--- src/rtl/multi_mode_timer.sv ---
// multi_mode_timer: wall clock, stopwatch with lap buffer and countdown timer
// sharing one display bus. All three time bases run continuously according to
// their own state; mode_i only steers buttons and selects what is displayed.
//
// Ports
//   clk_i        system clock
//   rst_i        synchronous reset, active low
//   mode_i       00 watch, 01 stopwatch, 10 countdown, 11 lap view
//   btn_start_i  run/stop toggle, alarm acknowledge (1-cycle pulse)
//   btn_clear_i  stopwatch clear, countdown reload, alarm acknowledge
//   btn_lap_i    lap capture (stopwatch) / read pointer advance (lap view)
//   set_sel_i    adjust field: 00 sec, 01 min, 10 hour, 11 none
//   btn_up_i     selected field +1 (btn_up_i wins if both pulse together)
//   btn_down_i   selected field -1
//   time_data_o  {hour[4:0], min[5:0], sec[5:0], msec[6:0]} of displayed source
//   lap_count_o  valid lap entries, saturating at LAP_DEPTH
//   running_o    displayed source is counting
//   alarm_o      countdown expired, held until acknowledged
//
// Stopwatch FSM
//   state    | meaning
//   SW_IDLE  | cleared, not counting
//   SW_RUN   | counting on every tick, laps captured
//   SW_STOP  | holding value, clear allowed
//
// Countdown FSM
//   state    | meaning
//   CD_IDLE  | preset editable, count mirrors preset
//   CD_RUN   | decrementing on every tick
//   CD_PAUSE | holding value
//   CD_ALARM | reached zero, alarm asserted until acknowledged
module multi_mode_timer #(
    parameter int CLK_HZ    = 100_000_000,
    parameter int TICK_HZ   = 100,
    parameter int HOUR_MAX  = 24,
    parameter int LAP_DEPTH = 4
) (
    input  logic                           clk_i,
    input  logic                           rst_i,
    input  logic [1:0]                     mode_i,
    input  logic                           btn_start_i,
    input  logic                           btn_clear_i,
    input  logic                           btn_lap_i,
    input  logic [1:0]                     set_sel_i,
    input  logic                           btn_up_i,
    input  logic                           btn_down_i,
    output logic [23:0]                    time_data_o,
    output logic [$clog2(LAP_DEPTH+1)-1:0] lap_count_o,
    output logic                           running_o,
    output logic                           alarm_o
);
    localparam int DIV = CLK_HZ / TICK_HZ;
    localparam int DW  = (DIV > 1) ? $clog2(DIV) : 1;
    localparam int PW  = $clog2(LAP_DEPTH);
    localparam int CW  = $clog2(LAP_DEPTH + 1);

    localparam logic [DW-1:0] DIV_TOP = DW'(DIV - 1);
    localparam logic [6:0]    MS_TOP  = 7'(TICK_HZ - 1);
    localparam logic [5:0]    SM_TOP  = 6'd59;
    localparam logic [4:0]    HR_TOP  = 5'(HOUR_MAX - 1);
    localparam logic [PW-1:0] PTR_TOP = PW'(LAP_DEPTH - 1);
    localparam logic [PW-1:0] PTR_ONE = PW'(1);
    localparam logic [CW-1:0] CNT_MAX = CW'(LAP_DEPTH);
    localparam logic [CW-1:0] CNT_ONE = CW'(1);

    localparam logic [1:0] M_WATCH = 2'b00;
    localparam logic [1:0] M_SW    = 2'b01;
    localparam logic [1:0] M_CD    = 2'b10;
    localparam logic [1:0] M_LAP   = 2'b11;

    typedef struct packed {
        logic [4:0] hr;
        logic [5:0] mn;
        logic [5:0] sc;
        logic [6:0] ms;
    } time_t;

    typedef enum logic [1:0] {SW_IDLE, SW_RUN, SW_STOP} sw_state_t;
    typedef enum logic [1:0] {CD_IDLE, CD_RUN, CD_PAUSE, CD_ALARM} cd_state_t;

    function automatic time_t t_inc(input time_t t);
        time_t r;
        r = t;
        if (t.ms != MS_TOP) r.ms = t.ms + 7'd1;
        else begin
            r.ms = '0;
            if (t.sc != SM_TOP) r.sc = t.sc + 6'd1;
            else begin
                r.sc = '0;
                if (t.mn != SM_TOP) r.mn = t.mn + 6'd1;
                else begin
                    r.mn = '0;
                    r.hr = (t.hr == HR_TOP) ? 5'd0 : t.hr + 5'd1;
                end
            end
        end
        return r;
    endfunction

    function automatic time_t t_dec(input time_t t);
        time_t r;
        r = t;
        if (t.ms != 7'd0) r.ms = t.ms - 7'd1;
        else begin
            r.ms = MS_TOP;
            if (t.sc != 6'd0) r.sc = t.sc - 6'd1;
            else begin
                r.sc = SM_TOP;
                if (t.mn != 6'd0) r.mn = t.mn - 6'd1;
                else begin
                    r.mn = SM_TOP;
                    r.hr = (t.hr == 5'd0) ? HR_TOP : t.hr - 5'd1;
                end
            end
        end
        return r;
    endfunction

    function automatic logic [5:0] wrap60(input logic [5:0] v, input logic up);
        if (up) return (v == SM_TOP) ? 6'd0 : v + 6'd1;
        return (v == 6'd0) ? SM_TOP : v - 6'd1;
    endfunction

    // Manual adjust: wraps inside the selected field, never carries.
    function automatic time_t t_adj(input time_t t, input logic [1:0] sel, input logic up);
        time_t r;
        r = t;
        case (sel)
            2'b00:   r.sc = wrap60(t.sc, up);
            2'b01:   r.mn = wrap60(t.mn, up);
            2'b10:   r.hr = up ? ((t.hr == HR_TOP) ? 5'd0 : t.hr + 5'd1)
                              : ((t.hr == 5'd0) ? HR_TOP : t.hr - 5'd1);
            default: r = t;
        endcase
        return r;
    endfunction

    logic [DW-1:0] div_q, div_d;
    logic          tick_q, tick_d;
    time_t         watch_q, watch_d;
    time_t         sw_q, sw_d;
    time_t         cd_q, cd_d;
    time_t         preset_q, preset_d;
    time_t         cd_dec;
    sw_state_t     sw_state_q, sw_state_d;
    cd_state_t     cd_state_q, cd_state_d;
    logic [PW-1:0] wr_q, wr_d, rd_q, rd_d;
    logic [CW-1:0] lcnt_q, lcnt_d;
    time_t         lap_buf_q [LAP_DEPTH];
    logic          lap_we;
    logic          adj_req;
    logic          in_sw, in_cd;

    always_comb begin
        div_d      = (div_q == DIV_TOP) ? '0 : div_q + DW'(1);
        tick_d     = (div_q == DIV_TOP);
        watch_d    = watch_q;
        sw_d       = sw_q;
        cd_d       = cd_q;
        preset_d   = preset_q;
        sw_state_d = sw_state_q;
        cd_state_d = cd_state_q;
        wr_d       = wr_q;
        rd_d       = rd_q;
        lcnt_d     = lcnt_q;
        lap_we     = 1'b0;
        adj_req    = btn_up_i | btn_down_i;
        in_sw      = (mode_i == M_SW);
        in_cd      = (mode_i == M_CD);
        cd_dec     = t_dec(cd_q);

        // An adjust on the same edge as a tick swallows that tick.
        if ((mode_i == M_WATCH) && adj_req && (set_sel_i != 2'b11))
            watch_d = t_adj(watch_q, set_sel_i, btn_up_i);
        else if (tick_q)
            watch_d = t_inc(watch_q);

        if ((sw_state_q == SW_RUN) && tick_q) sw_d = t_inc(sw_q);
        if (in_sw) begin
            case (sw_state_q)
                SW_IDLE: if (btn_start_i) sw_state_d = SW_RUN;
                SW_RUN: begin
                    if (btn_start_i) sw_state_d = SW_STOP;
                    if (btn_lap_i) begin
                        lap_we = 1'b1;
                        wr_d   = (wr_q == PTR_TOP) ? '0 : wr_q + PTR_ONE;
                        // Full buffer: the oldest entry is overwritten, so the
                        // read pointer follows it to stay on the oldest.
                        if (lcnt_q == CNT_MAX)
                            rd_d = (rd_q == PTR_TOP) ? '0 : rd_q + PTR_ONE;
                        else
                            lcnt_d = lcnt_q + CNT_ONE;
                    end
                end
                SW_STOP: begin
                    if (btn_start_i) sw_state_d = SW_RUN;
                    else if (btn_clear_i) begin
                        sw_state_d = SW_IDLE;
                        sw_d       = '0;
                        lcnt_d     = '0;
                        wr_d       = '0;
                        rd_d       = '0;
                    end
                end
                default: sw_state_d = SW_IDLE;
            endcase
        end

        if ((mode_i == M_LAP) && btn_lap_i && (lcnt_q != '0))
            rd_d = (CW'(rd_q) == lcnt_q - CNT_ONE) ? '0 : rd_q + PTR_ONE;

        case (cd_state_q)
            CD_IDLE: begin
                if (in_cd && adj_req) preset_d = t_adj(preset_q, set_sel_i, btn_up_i);
                cd_d = preset_d;
                if (in_cd && btn_start_i && (preset_q != '0)) cd_state_d = CD_RUN;
            end
            CD_RUN: begin
                if (in_cd && btn_clear_i) begin
                    cd_state_d = CD_IDLE;
                    cd_d       = preset_q;
                end else begin
                    if (tick_q) begin
                        cd_d = cd_dec;
                        if (cd_dec == '0) cd_state_d = CD_ALARM;
                    end
                    if (in_cd && btn_start_i && (cd_state_d != CD_ALARM)) cd_state_d = CD_PAUSE;
                end
            end
            CD_PAUSE: begin
                if (in_cd && btn_start_i) cd_state_d = CD_RUN;
                else if (in_cd && btn_clear_i) begin
                    cd_state_d = CD_IDLE;
                    cd_d       = preset_q;
                end
            end
            CD_ALARM: begin
                cd_d = '0;
                if (in_cd && (btn_start_i || btn_clear_i)) begin
                    cd_state_d = CD_IDLE;
                    cd_d       = preset_q;
                end
            end
            default: cd_state_d = CD_IDLE;
        endcase
    end

    always_ff @(posedge clk_i) begin
        if (!rst_i) begin
            div_q      <= '0;
            tick_q     <= 1'b0;
            watch_q    <= '0;
            sw_q       <= '0;
            cd_q       <= '0;
            preset_q   <= '0;
            sw_state_q <= SW_IDLE;
            cd_state_q <= CD_IDLE;
            wr_q       <= '0;
            rd_q       <= '0;
            lcnt_q     <= '0;
            for (int i = 0; i < LAP_DEPTH; i++) lap_buf_q[i] <= '0;
        end else begin
            div_q      <= div_d;
            tick_q     <= tick_d;
            watch_q    <= watch_d;
            sw_q       <= sw_d;
            cd_q       <= cd_d;
            preset_q   <= preset_d;
            sw_state_q <= sw_state_d;
            cd_state_q <= cd_state_d;
            wr_q       <= wr_d;
            rd_q       <= rd_d;
            lcnt_q     <= lcnt_d;
            if (lap_we) lap_buf_q[wr_q] <= sw_q;
        end
    end

    always_comb begin
        time_data_o = '0;
        running_o   = 1'b0;
        case (mode_i)
            M_WATCH: begin
                time_data_o = watch_q;
                running_o   = 1'b1;
            end
            M_SW: begin
                time_data_o = sw_q;
                running_o   = (sw_state_q == SW_RUN);
            end
            M_CD: begin
                time_data_o = cd_q;
                running_o   = (cd_state_q == CD_RUN);
            end
            default: time_data_o = (lcnt_q == '0) ? 24'd0 : lap_buf_q[rd_q];
        endcase
    end

    assign lap_count_o = lcnt_q;
    assign alarm_o     = (cd_state_q == CD_ALARM);

endmodule

--- config.mk ---
export PLATFORM = sky130hd
export DESIGN_NAME = multi_mode_timer
export DESIGN_NICKNAME = d
export VERILOG_FILES = /design/src/rtl/multi_mode_timer.sv
export SDC_FILE = /design/constraint.sdc
export NUM_CORES = 1
export LEC_CHECK = 0
export ABC_AREA = 1
export CORE_AREA = 4 4 206 208
export CTS_BUF_LIST = sky130_fd_sc_hd__clkbuf_16
export DETAILED_ROUTE_END_ITERATION = 7
export DIE_AREA = 0 0 210 212
export SYNTH_ARGS = -nofsm -noshare
export SYNTH_HDL_FRONTEND = slang
export SYNTH_SLANG_ARGS = --single-unit
--- constraint.sdc ---
create_clock -name clk_i -period 6.8 [get_ports clk_i]
set_clock_uncertainty 0.05 [all_clocks]
set_input_delay 1.02 -clock clk_i [delete_from_list [all_inputs] [get_ports clk_i]]
set_output_delay 1.02 -clock clk_i [all_outputs]
set_load 0.03 [all_outputs]
==> out/metrics.sh, run 1 <==
DRT_DRC_VIOLATIONS_LEFT=0
WORST_EP_REQUIRED_TIME_NS=5.73
WORST_SETUP_PATH_START_KIND='input pin'
CTS.PATH.MAX_BUFFERS=3
POST_SYNTH_FA_HA_MAJ_AREA_FRACTION_PCT=2.80
HOLD_VIOL=0
DETAIL_ROUTE.FIRST_PASS.ITERATIONS=5
TRITONCTS='yes'
FINAL_COMMON_CELL='sky130_fd_sc_hd__nand2_1'
VIAS_PER_CELL=5.33
MOSTFREQUENTLAYOUTCELLS='256 x sky130_fd_sc_hd__nand2_1, 252 x sky130_fd_sc_hd__nor2_1, 174 x sky130_fd_sc_hd__inv_1'
NETLIST.AREA_LEADER.SHARE_PCT=23.1
SYNTH.CELL_AREA_UM2=12500
WORST_SETUP_PATH_STARTPOINT='mode_i[1]'
DRIVE_GT1_SHARE_PCT=6.78
ANTENNA_FOUND_INITIAL=0
STATIC-LEAKAGE-POWER_nW=5.10
FLOORPLAN.IO_PINS=40
CTS.REPAIR_TIMING.SETUP_BUFFER_COUNT=0
SYNTH_TOP_FAMILY_BY_AREA='simple AND/OR/NAND/NOR gates'
RR_WORST_DEPTH=12
CTS_REPAIR_RESIZE_COUNT=0
FIN_SETUP_TNS_NS=0
WORST_SLEW_MARGIN_REL_PCT=36.7
POST_SYNTH_INST_COUNT=1642
GRT.OVERFLOW.TOTAL=0
CLK_TRANSITION_REPORTED_PATHS_NS=0.06
SYNTH.DISTINCT_CELLS=52
CRIT_FANOUT=17
CRITICAL_PATH.REG2REG.STARTPOINT='sw_state_q[0]'
MAPPEDNETLISTNETS=1681
CAPTURE_INSTANCE_OF_THE_WORST_REGISTER_TO_REGISTER_PATH='lap_buf_q[1][9]'
DETAIL_ROUTE.WIRELENGTH_UM=37400
SYNTHESIS.YOSYS.WARNINGS=0
CTS_HOLD_REPAIR.BUFFERS=0
FINALHOLDWORSTSLACK_NS=0.416
SYNTH_COMPOUND_AREA_SHARE_PCT=18.4
FILL_CELLS=4265
YS_SEQ_AREA_SHARE_PCT=42.8
POST_DP_CELL_AREA_UM2=13400
HOLDCRITSTARTPOINT='div_q[3]'
SYN_TO_FINAL_GROWTH_PCT=13.2
GRT_USE_TOTAL_PCT=16.1
MIN_PATH_TYPE='reg2reg'
WORSTHOLDENDPOINT='div_q[3]'
FINALCOREUTILIZATION_PCT=34.9
MAX_SLEW.WORST_PIN.SLEW_NS=0.950
DIE-WIDTH_UM=210
DIE_Y_UM=212
ANTENNADIODECOUNT=0
WIRE_PER_INST_UM=17.0
CTSHTREEMAXLEVEL=1
MIN_PERIOD_OVER_PERIOD_PCT=68.2
FIRST_PASS_GRT_WIRE_LENGTH_UM=58500
GPL.FINAL_WEIGHTED_CONGESTION=0.919
WORST_HOLD_PATH.NUM_CELLS=2
PEAKVDDDROP_mV=0.142
YOSYS.AREA_SHARE.SIMPLE_PCT=26.0
CAP_VIOLATIONS=0
POWER.DENSITY_CELL_AREA_nW_PER_UM2=226
DRV_SLEW=0
FINAL.MIN_CLOCK_PERIOD_NS=4.64
ROWS=74
CORE_UM2=40600
INITIAL_CORE_UTILIZATION_PCT=30.8
CP.ARRIVAL_NS=3.57
CRITICAL_PATH.ENDPOINT_TYPE='output port'
VIAS_IN_THE_FIRST_GLOBAL_ROUTE=10800
DRTANTENNAVIOLNETS=0
POST_SYNTH_MAIN_AREA_CONTRIBUTORS='sky130_fd_sc_hd__edfxtp_1 23%, sky130_fd_sc_hd__dfxtp_1 20%, sky130_fd_sc_hd__nand2_1 7.7%'
FMAX_MHz=216
NUMBER_OF_STORAGE_ELEMENTS_IN_THE_SYNTHESIS_NETLIST=219
DETAILED_PLACEMENT_HPWL_UM=26100
POWER.TOTAL_mW=3.20
PIN_COUNT_OF_THE_BIGGEST_NET_ENTERING_GLOBAL_ROUTING=50
FINAL_NET_COUNT=1688
DETAILROUTE.VIA_COUNT=11700
WORSTSKEWPAIRLATENCY_NS=0.53
FP.DIEAREA_UM2=44500
GRT_SETUP_UNREPAIRED='false'
CLOCK_SINKS=219
SYNTH_LARGEST_AREA_CELL='sky130_fd_sc_hd__edfxtp_1'
CTS_MADE_BUFFERS=25
SYNTH_MUX_AREA_SHARE_PCT=0
WORSTSETUPPATHTYPE='in2out'
CTS_ROOT_BUF='sky130_fd_sc_hd__clkbuf_16'
REG_TO_REG_SETUP_TIMING_SLACK_NS=3.97
DRT_FIRST_ITER_VIOLATIONS=1226
STATUS='completed'
REPORT.FINAL.SETUP_VIOL=0
SYNTH_XOR_XNOR_AREA_SHARE_PCT=1.89
FIN_AREA_UM2=14100
PORT_BUFFERS=39
SYN_AREA_PER_CELL_UM2=7.61
[cell usage after synthesis, drive strengths merged]
master and instances:
a211oi 7, a21oi 108, a221o 10, a221oi 2, a2bb2oi 1, a311oi 1, a31o 1, a31oi 37
a32oi 2, a41oi 2, buf 17, clkbuf 58, dfxtp 123, edfxtp 96, ha 28, inv 188
nand2 265, nand3 85, nand3b 6, nand4 25, nor2 271, nor3 57, nor3b 12, nor4 7
o2111ai 15, o211ai 24, o21a 5, o21ai 111, o221ai 4, o22a 1, o22ai 14, o311ai 1
o31ai 2, o32ai 25, or2 4, xnor2 8, xor2 19
[power breakdown]
part           leakage (nW)  internal (mW)  switching (mW)
Combinational          2.71          0.144           0.316
Clock                 0.396          0.743           0.554
Sequential             2.00           1.41          0.0388
Total                  5.10           2.30           0.909
[worst max-delay path by stage]
stage,to,slack [ns],cells past startpoint
4_1_cts,time_data_o[8],2.18,6
3_3_place_gp,time_data_o[8],2.17,6
6_report,time_data_o[8],2.16,6
5_1_grt,time_data_o[8],2.07,6
3_5_place_dp,time_data_o[8],2.18,6
2_1_floorplan,lap_buf_q[3][0],2.94,6
[sequential cells by signal (all words and copies together), names as in the netlist, named ones only]
name / count
lap_count_o: 3
tick_q: 1
cd_q: 24
rd_q: 2
cd_state_q: 2
lap_buf_q: 96
sw_state_q: 2
div_q: 20
wr_q: 2
sw_q: 24
preset_q: 17
watch_q: 24
[per-layer routing]
metal / global-route usage, % / share of wire [%] / vias up
met5: 0 / 0 / -
met4: 3.71 / 2.1 / 0
met3: 3.57 / 8.1 / 53
met2: 25.8 / 45 / 422
met1: 22.3 / 45 / 5566
li1: - / - / 5677
[cell families after synthesis]
| logic type | count (synthesis) |
|---|---|
| and+or+nand+nor | 732 |
| buffers and inverters | 263 |
| DFF | 219 |
| adders and majority gates | 28 |
| AOI/OAI and AO/OA | 373 |
| xor gates and xnor gates | 27 |
[metrics by stage]
stage	setup WS (ns)	cells
global route	2.07	2199
detailed placement	2.18	2154
finish	2.16	2199
floorplan	2.94	1642
CTS	2.18	2199
global placement	2.17	2154
[cell type report]
cell class | instances | area (um2) | area share, %
sequential | 219 | 5350 | 37.8
clock inverter | 20 | 144 | 1.02
multi-input combinational | 1160 | 6150 | 43.5
tap | 532 | 666 | 4.70
clock buffer | 25 | 626 | 4.42
timing repair buffer | 55 | 510 | 3.61
inverter | 188 | 706 | 4.99
[worst max-delay path, stage by stage]
cell                              delay, ns
sky130_fd_sc_hd__clkdlybuf4s50_1       0.58
sky130_fd_sc_hd__nand2_2               0.34
sky130_fd_sc_hd__inv_1                 0.55
sky130_fd_sc_hd__nand2_1               0.10
sky130_fd_sc_hd__o2111ai_1             0.22
sky130_fd_sc_hd__clkdlybuf4s50_1       0.75
Note: power is estimated with default switching activity, not from simulation.
==> run 2: changes to the inputs <==
clock period = 4.75 ns   (was 6.8 ns; I/O delays follow)
==> run 2 against run 1 <==
  * Cell area up 0.35%
  * Largest cell class unchanged
  * Largest power group unchanged
  * Register-to-register slack worse by 2.0 ns
  * Hold slack about the same
  * Clock power up 47%
  * Count of clock-buffer cells in the layout unchanged
  * Sequential cell count unchanged
  * Global-route usage down 0.094 points
==> out/metrics.sh, run 2 (synthesis results as in run 1) <==
FILL_CELLS=4230  # -0.82%
TIMING.CRITICAL_PATH.MODE_CELL='sky130_fd_sc_hd__clkdlybuf4s50_1'
CRIT_BUF_INV=3  # unchanged
CTS_MADE_BUFFERS=25  # unchanged
WORST_EP_REQUIRED_TIME_NS=3.99  # -1.74 ns
DRIVE_GT1_SHARE_PCT=7.01  # +0.23 points
VIAS_IN_THE_FIRST_GLOBAL_ROUTE=10900  # +0.71%
RR_WORST_DEPTH=10  # -2
CRIT_CHAIN='clkdlybuf4s50_1 -> nand2_2 -> inv_1 -> nand2_1 -> o2111ai_1 -> clkdlybuf4s50_1'
FP.DIEAREA_UM2=44500  # unchanged
CRITICAL_PATH.REG2REG.STARTPOINT='cd_state_q[1]'
DETAIL_ROUTE.WIRELENGTH_UM=36700  # -1.8%
PORT_BUFFERS=39  # unchanged
WORST_SETUP_PATH_STARTPOINT='mode_i[1]'
DETAIL_ROUTE.FIRST_PASS.ITERATIONS=5  # unchanged
CRITICAL_PATH.ENDPOINT_TYPE='output port'
TRITONCTS='yes'
CP.ARRIVAL_NS=3.17  # -0.40 ns
INITIAL_CORE_UTILIZATION_PCT=30.8  # unchanged
CRITICAL_PATH_CELL_WITH_THE_HIGHEST_STAGE_DELAY='sky130_fd_sc_hd__clkdlybuf4s50_1'
FMAX_MHz=254
PIN_COUNT_OF_THE_BIGGEST_NET_ENTERING_GLOBAL_ROUTING=49  # -2.0%
LARGEST_REGISTER='lap_buf_q'
GRT.OVERFLOW.TOTAL=0  # unchanged
WORSTHOLDENDPOINT='div_q[17]'
CPPEAKSTAGEDELAY_NS=0.74  # about the same
POWER.DENSITY_CELL_AREA_nW_PER_UM2=327  # +44%
DETAILROUTE.VIA_COUNT=11600  # -0.60%
POWER.TOTAL_mW=4.64  # +45%
MIN_PERIOD_OVER_PERIOD_PCT=82.8
WIRE_PER_INST_UM=16.7  # -1.9%
LAYOUT_SETUP_WS_NS=0.815  # -1.35 ns
CTS_ROOT_BUF='sky130_fd_sc_hd__clkbuf_16'
VIAS_PER_CELL=5.29  # -0.69%
CORE_UM2=40600  # unchanged
ANTENNADIODECOUNT=0  # unchanged
CAPTURE_INSTANCE_OF_THE_WORST_REGISTER_TO_REGISTER_PATH='cd_q[0]'
HOLD_VIOL=0  # unchanged
GRT_SETUP_UNREPAIRED='false'
WORST_SETUP_PATH_START_KIND='input pin'
DRT_DRC_VIOLATIONS_LEFT=0  # unchanged
DIE_Y_UM=212  # unchanged
CTSHTREEMAXLEVEL=1  # unchanged
FINAL.MIN_CLOCK_PERIOD_NS=3.93
DRTANTENNAVIOLNETS=0  # unchanged
CAP_VIOLATIONS=0  # unchanged
REG_TO_REG_SETUP_TIMING_SLACK_NS=1.96  # -2.01 ns
DETAILED_PLACEMENT_HPWL_UM=25800  # -1.0%
DIE-WIDTH_UM=210  # unchanged
FIN_SETUP_TNS_NS=0  # unchanged
CRIT_FANOUT=17  # unchanged
GRT_USE_TOTAL_PCT=16.0  # -0.094 points
WORST_SLEW_MARGIN_REL_PCT=41.9  # +5.2 points
ROWS=74  # unchanged
WORST_PATH_TOP_CELL_FAMILY_BY_DELAY='buffers and inverters'
CTS.REPAIR_TIMING.SETUP_BUFFER_COUNT=0  # unchanged
FIRST_PASS_GRT_WIRE_LENGTH_UM=58600  # +0.12%
CTS_REPAIR_RESIZE_COUNT=0  # unchanged
MOSTFREQUENTLAYOUTCELLS='256 x sky130_fd_sc_hd__nand2_1, 252 x sky130_fd_sc_hd__nor2_1, 175 x sky130_fd_sc_hd__inv_1'
FINAL_NET_COUNT=1691  # +0.18%
SYN_TO_FINAL_GROWTH_PCT=13.6
DRT_FIRST_ITER_VIOLATIONS=1018  # -17%
MIN_PATH_TYPE='reg2reg'
WORSTSETUPPATHTYPE='in2out'
CTS.PATH.MAX_BUFFERS=3  # unchanged
PLACE_WORST_SETUP_SLACK_NS=0.795  # -1.39 ns
ANTENNA_FOUND_INITIAL=0  # unchanged
REPORT.FINAL.SETUP_VIOL=0  # unchanged
STATUS='completed'
STATIC-LEAKAGE-POWER_nW=5.12  # +0.31%
CRITICAL_PATH_DEPTH=6  # unchanged
WORSTSKEWPAIRLATENCY_NS=0.52  # about the same
GPL.FINAL_WEIGHTED_CONGESTION=0.872  # -5.1%
MAX_SLEW.WORST_PIN.SLEW_NS=0.871  # -0.0789 ns
CLOCK_SINKS=219  # unchanged
FLOORPLAN.IO_PINS=40  # unchanged
CLK_TRANSITION_REPORTED_PATHS_NS=0.06  # about the same
PEAKVDDDROP_mV=0.178  # +26%
FINAL_COMMON_CELL='sky130_fd_sc_hd__nand2_1'
WORST_HOLD_PATH.NUM_CELLS=2  # unchanged
DRV_SLEW=0  # unchanged
LARGEST_REGISTER_FF_COUNT=96  # unchanged
CTS_HOLD_REPAIR.BUFFERS=0  # unchanged
HOLDCRITSTARTPOINT='div_q[17]'
## run 2: where the power goes
group | internal (mW) | total, mW | switching (mW)
combinational | 0.206 | 0.660 | 0.454
sequential | 2.02 | 2.07 | 0.0518
clock | 1.12 | 1.91 | 0.798
total | 3.34 | 4.64 | 1.30
## run 2: worst reg2reg max path, delay by kind of cell (launching register included)
family | cells | cell delay [ns]
simple gates | 5 | 0.92
flops | 1 | 0.89
buf+inv | 3 | 0.64
compound gates | 2 | 0.22
## run 2: per-layer routing
metal  track usage (%)  vias to the layer above  wire length [um]
met5                 0                        -                 0
met4              3.89                        0               799
met3              2.12                       43              2490
met2              25.5                      374             16200
met1              23.2                     5557             17200
li1                  -                     5674                 -
## run 2: through the flow
stage / util, % / area, um2 / instances / hold slack (ns)
final: 35.0 / 14200 / 2201 / 0.416
after global routing: 35.0 / 14200 / 2201 / 0.447
after CTS: 35.0 / 14200 / 2201 / 0.417
after detailed placement: 33.0 / 13400 / 2157 / 0.405
after global placement: 33.0 / 13400 / 2157 / 0.393
after floorplan: - / 12500 / 1642 / 0.380
## run 2: cell type report
| type | count | area (um2) | share of cell area, % |
|---|---|---|---|
| clock buffer | 25 | 626 | 4.41 |
| inverter | 188 | 706 | 4.97 |
| timing repair buffer | 58 | 533 | 3.75 |
| tap | 532 | 666 | 4.69 |
| multi-input combinational | 1160 | 6150 | 43.3 |
| sequential | 219 | 5350 | 37.6 |
| clock inverter | 19 | 171 | 1.21 |
## run 2: worst max-delay path by stage
stage	endpoint
3_3_place_gp	time_data_o[8]
3_5_place_dp	time_data_o[8]
2_1_floorplan	lap_buf_q[3][0]
4_1_cts	time_data_o[8]
6_report	time_data_o[8]
5_1_grt	time_data_o[1]
==> run 3: changes to the inputs <==
clock period = 4.1 ns   (was 4.75 ns; I/O delays follow)
==> run 3 against run 2 <==
  * Via count up 0.81%
  * Sequential cell count unchanged
  * Utilization about the same
  * Largest power group unchanged
==> out/metrics.sh, run 3 (synthesis results as in run 1) <==
STATUS='completed'
DRV_SLEW=0  # unchanged
CTSHTREEMAXLEVEL=1  # unchanged
SEQPWRFRAC_PCT=44.2  # -0.4 points
DRT_DRC_VIOLATIONS_LEFT=0  # unchanged
FP.DIEAREA_UM2=44500  # unchanged
CLOCK_SINKS=219  # unchanged
WORST_EP_REQUIRED_TIME_NS=3.43  # -0.56 ns
POST_DP_CELL_AREA_UM2=13400  # about the same
REGISTER_AREA_UM2=5350  # unchanged
GRT.OVERFLOW.TOTAL=0  # unchanged
LARGEST_REGISTER_FF_COUNT=96  # unchanged
DRT_FIRST_ITER_VIOLATIONS=1141  # +12%
DETAIL_ROUTE.WIRELENGTH_UM=36800  # +0.17%
DRIVE_GT1_SHARE_PCT=8.35  # +1.3 points
MIN_PERIOD_OVER_PERIOD_PCT=85.9
MULTIINPUTGATEAREA_UM2=6150  # unchanged
SWITCHING_SHARE_PCT=27.9  # -0.20 points
WIRE_PER_INST_UM=16.7  # -0.14%
WORSTSETUPPATHTYPE='reg2out'
ANTENNA_FOUND_INITIAL=0  # unchanged
PIN_COUNT_OF_THE_BIGGEST_NET_ENTERING_GLOBAL_ROUTING=49  # unchanged
CTS_HOLD_REPAIR.BUFFERS=0  # unchanged
MAX_SLEW.WORST_PIN.SLEW_NS=1.21  # +0.344 ns
DIE-WIDTH_UM=210  # unchanged
CRIT_FANOUT=24  # +7
PEAKVDDDROP_mV=0.285  # +60%
TRITONCTS='yes'
DRTANTENNAVIOLNETS=0  # unchanged
POWER.TOTAL_mW=5.41  # +17%
CAP_VIOLATIONS=0  # unchanged
WORSTSKEWPAIRLATENCY_NS=0.53  # about the same
CTS.PATH.MAX_BUFFERS=3  # unchanged
FINAL_NET_COUNT=1696  # +0.30%
FINAL_COMMON_CELL='sky130_fd_sc_hd__nand2_1'
CTS_MADE_BUFFERS=25  # unchanged
FIN_AREA_UM2=14200  # about the same
CTS_ROOT_BUF='sky130_fd_sc_hd__clkbuf_16'
PORT_BUFFERS=39  # unchanged
ANTENNADIODECOUNT=0  # unchanged
CLK_TRANSITION_REPORTED_PATHS_NS=0.06  # about the same
FIN_SETUP_TNS_NS=0  # unchanged
SYN_TO_FINAL_GROWTH_PCT=13.6  # about the same
INITIAL_CORE_UTILIZATION_PCT=30.8  # unchanged
WORST_SETUP_PATH_START_KIND='flip-flop'
CTS_REPAIR_RESIZE_COUNT=0  # unchanged
GRT_SETUP_UNREPAIRED='false'
PWR-SHARE-COMB_PCT=14.2  # about the same
CP.ARRIVAL_NS=2.86  # -0.31 ns
CORE_UM2=40600  # unchanged
LAYOUT_SETUP_WS_NS=0.578  # -0.237 ns
INTERNAL-POWER_mW=3.90  # +17%
DETAILROUTE.VIA_COUNT=11700  # +0.81%
DETAIL_ROUTE.FIRST_PASS.ITERATIONS=8  # +3
STATIC-LEAKAGE-POWER_nW=5.23  # +2.2%
VIAS_IN_THE_FIRST_GLOBAL_ROUTE=11100  # +1.7%
REPORT.FINAL.SETUP_VIOL=0  # unchanged
VIAS_PER_CELL=5.32  # +0.49%
DIE_Y_UM=212  # unchanged
POWER.DENSITY_CELL_AREA_nW_PER_UM2=381  # +16%
CTS.REPAIR_TIMING.SETUP_BUFFER_COUNT=0  # unchanged
ROWS=74  # unchanged
MOSTFREQUENTLAYOUTCELLS='256 x sky130_fd_sc_hd__nand2_1, 252 x sky130_fd_sc_hd__nor2_1, 181 x sky130_fd_sc_hd__inv_1'
GPL.FINAL_WEIGHTED_CONGESTION=0.904  # +3.6%
FINALHOLDWORSTSLACK_NS=0.404  # -0.0114 ns
CLOCK_POWER_SHARE_PCT=41.5  # +0.3 points
LARGEST_REGISTER='lap_buf_q'
HOLD_VIOL=0  # unchanged
FILL_CELLS=4252  # +0.52%
FINAL.MIN_CLOCK_PERIOD_NS=3.52
GRT_USE_TOTAL_PCT=16.2  # +0.17 points
FMAX_MHz=284
MIN_PATH_TYPE='reg2reg'
WORST_SLEW_MARGIN_REL_PCT=18.9  # -23 points
FLOORPLAN.IO_PINS=40  # unchanged
DETAILED_PLACEMENT_HPWL_UM=25600  # -0.83%
NETSWITCHINGPOWER_mW=1.51  # +16%
PLACE_WORST_SETUP_SLACK_NS=0.656  # -0.139 ns
FIRST_PASS_GRT_WIRE_LENGTH_UM=59400  # +1.5%
CRITICAL_PATH.ENDPOINT_TYPE='output port'
[run 3: layout make-up]
type | count | share of cell area, %
inverter | 188 | 4.97
sequential | 219 | 37.6
tap | 532 | 4.69
timing repair buffer | 63 | 3.68
clock inverter | 20 | 1.12
clock buffer | 26 | 4.58
multi-input combinational | 1160 | 43.3
[run 3: final timing paths]
kind	end	slack, ns	cells after the start	from
worst max-delay path	running_o	0.58	6	cd_state_q[1]
worst min register to register	div_q[0]	0.40	1	div_q[0]
worst min-delay path	div_q[0]	0.40	1	div_q[0]
worst max register to register	cd_state_q[0]	1.36	18	cd_q[0]
[run 3: layer usage]
layer  vias up  track usage (%)  wire (um)
li1       5700                -          -
met4         0             4.39        969
met1      5549             23.4      17000
met3        67             2.15       2620
met5         -                0          0
met2       426             25.6      16200
[run 3: worst max-delay path: stages, from the launching register on]
cell                              delay [ns]
sky130_fd_sc_hd__dfxtp_1                0.29
sky130_fd_sc_hd__buf_4                  0.21
sky130_fd_sc_hd__nor2_2                 0.13
sky130_fd_sc_hd__buf_4                  0.18
sky130_fd_sc_hd__inv_1                  0.25
sky130_fd_sc_hd__o221ai_1               0.48
sky130_fd_sc_hd__clkdlybuf4s50_1        0.77
[run 3: per-stage QoR]
stage / utilization (%) / std cells
floorplan: - / 1642
global placement: 33.0 / 2162
detailed placement: 33.0 / 2162
CTS: 35.0 / 2208
global route: 35.0 / 2208
finish: 35.0 / 2208
[run 3: power groups by stage]
stage                     Combinational, mW  Sequential [mW]  Clock (mW)
after global placement                0.749             2.44           0
after global routing                  0.866             2.40        2.37
final                                 0.770             2.39        2.25
after floorplan                       0.568             2.42           0
after detailed placement              0.759             2.44           0
after CTS                             0.763             2.39        2.29
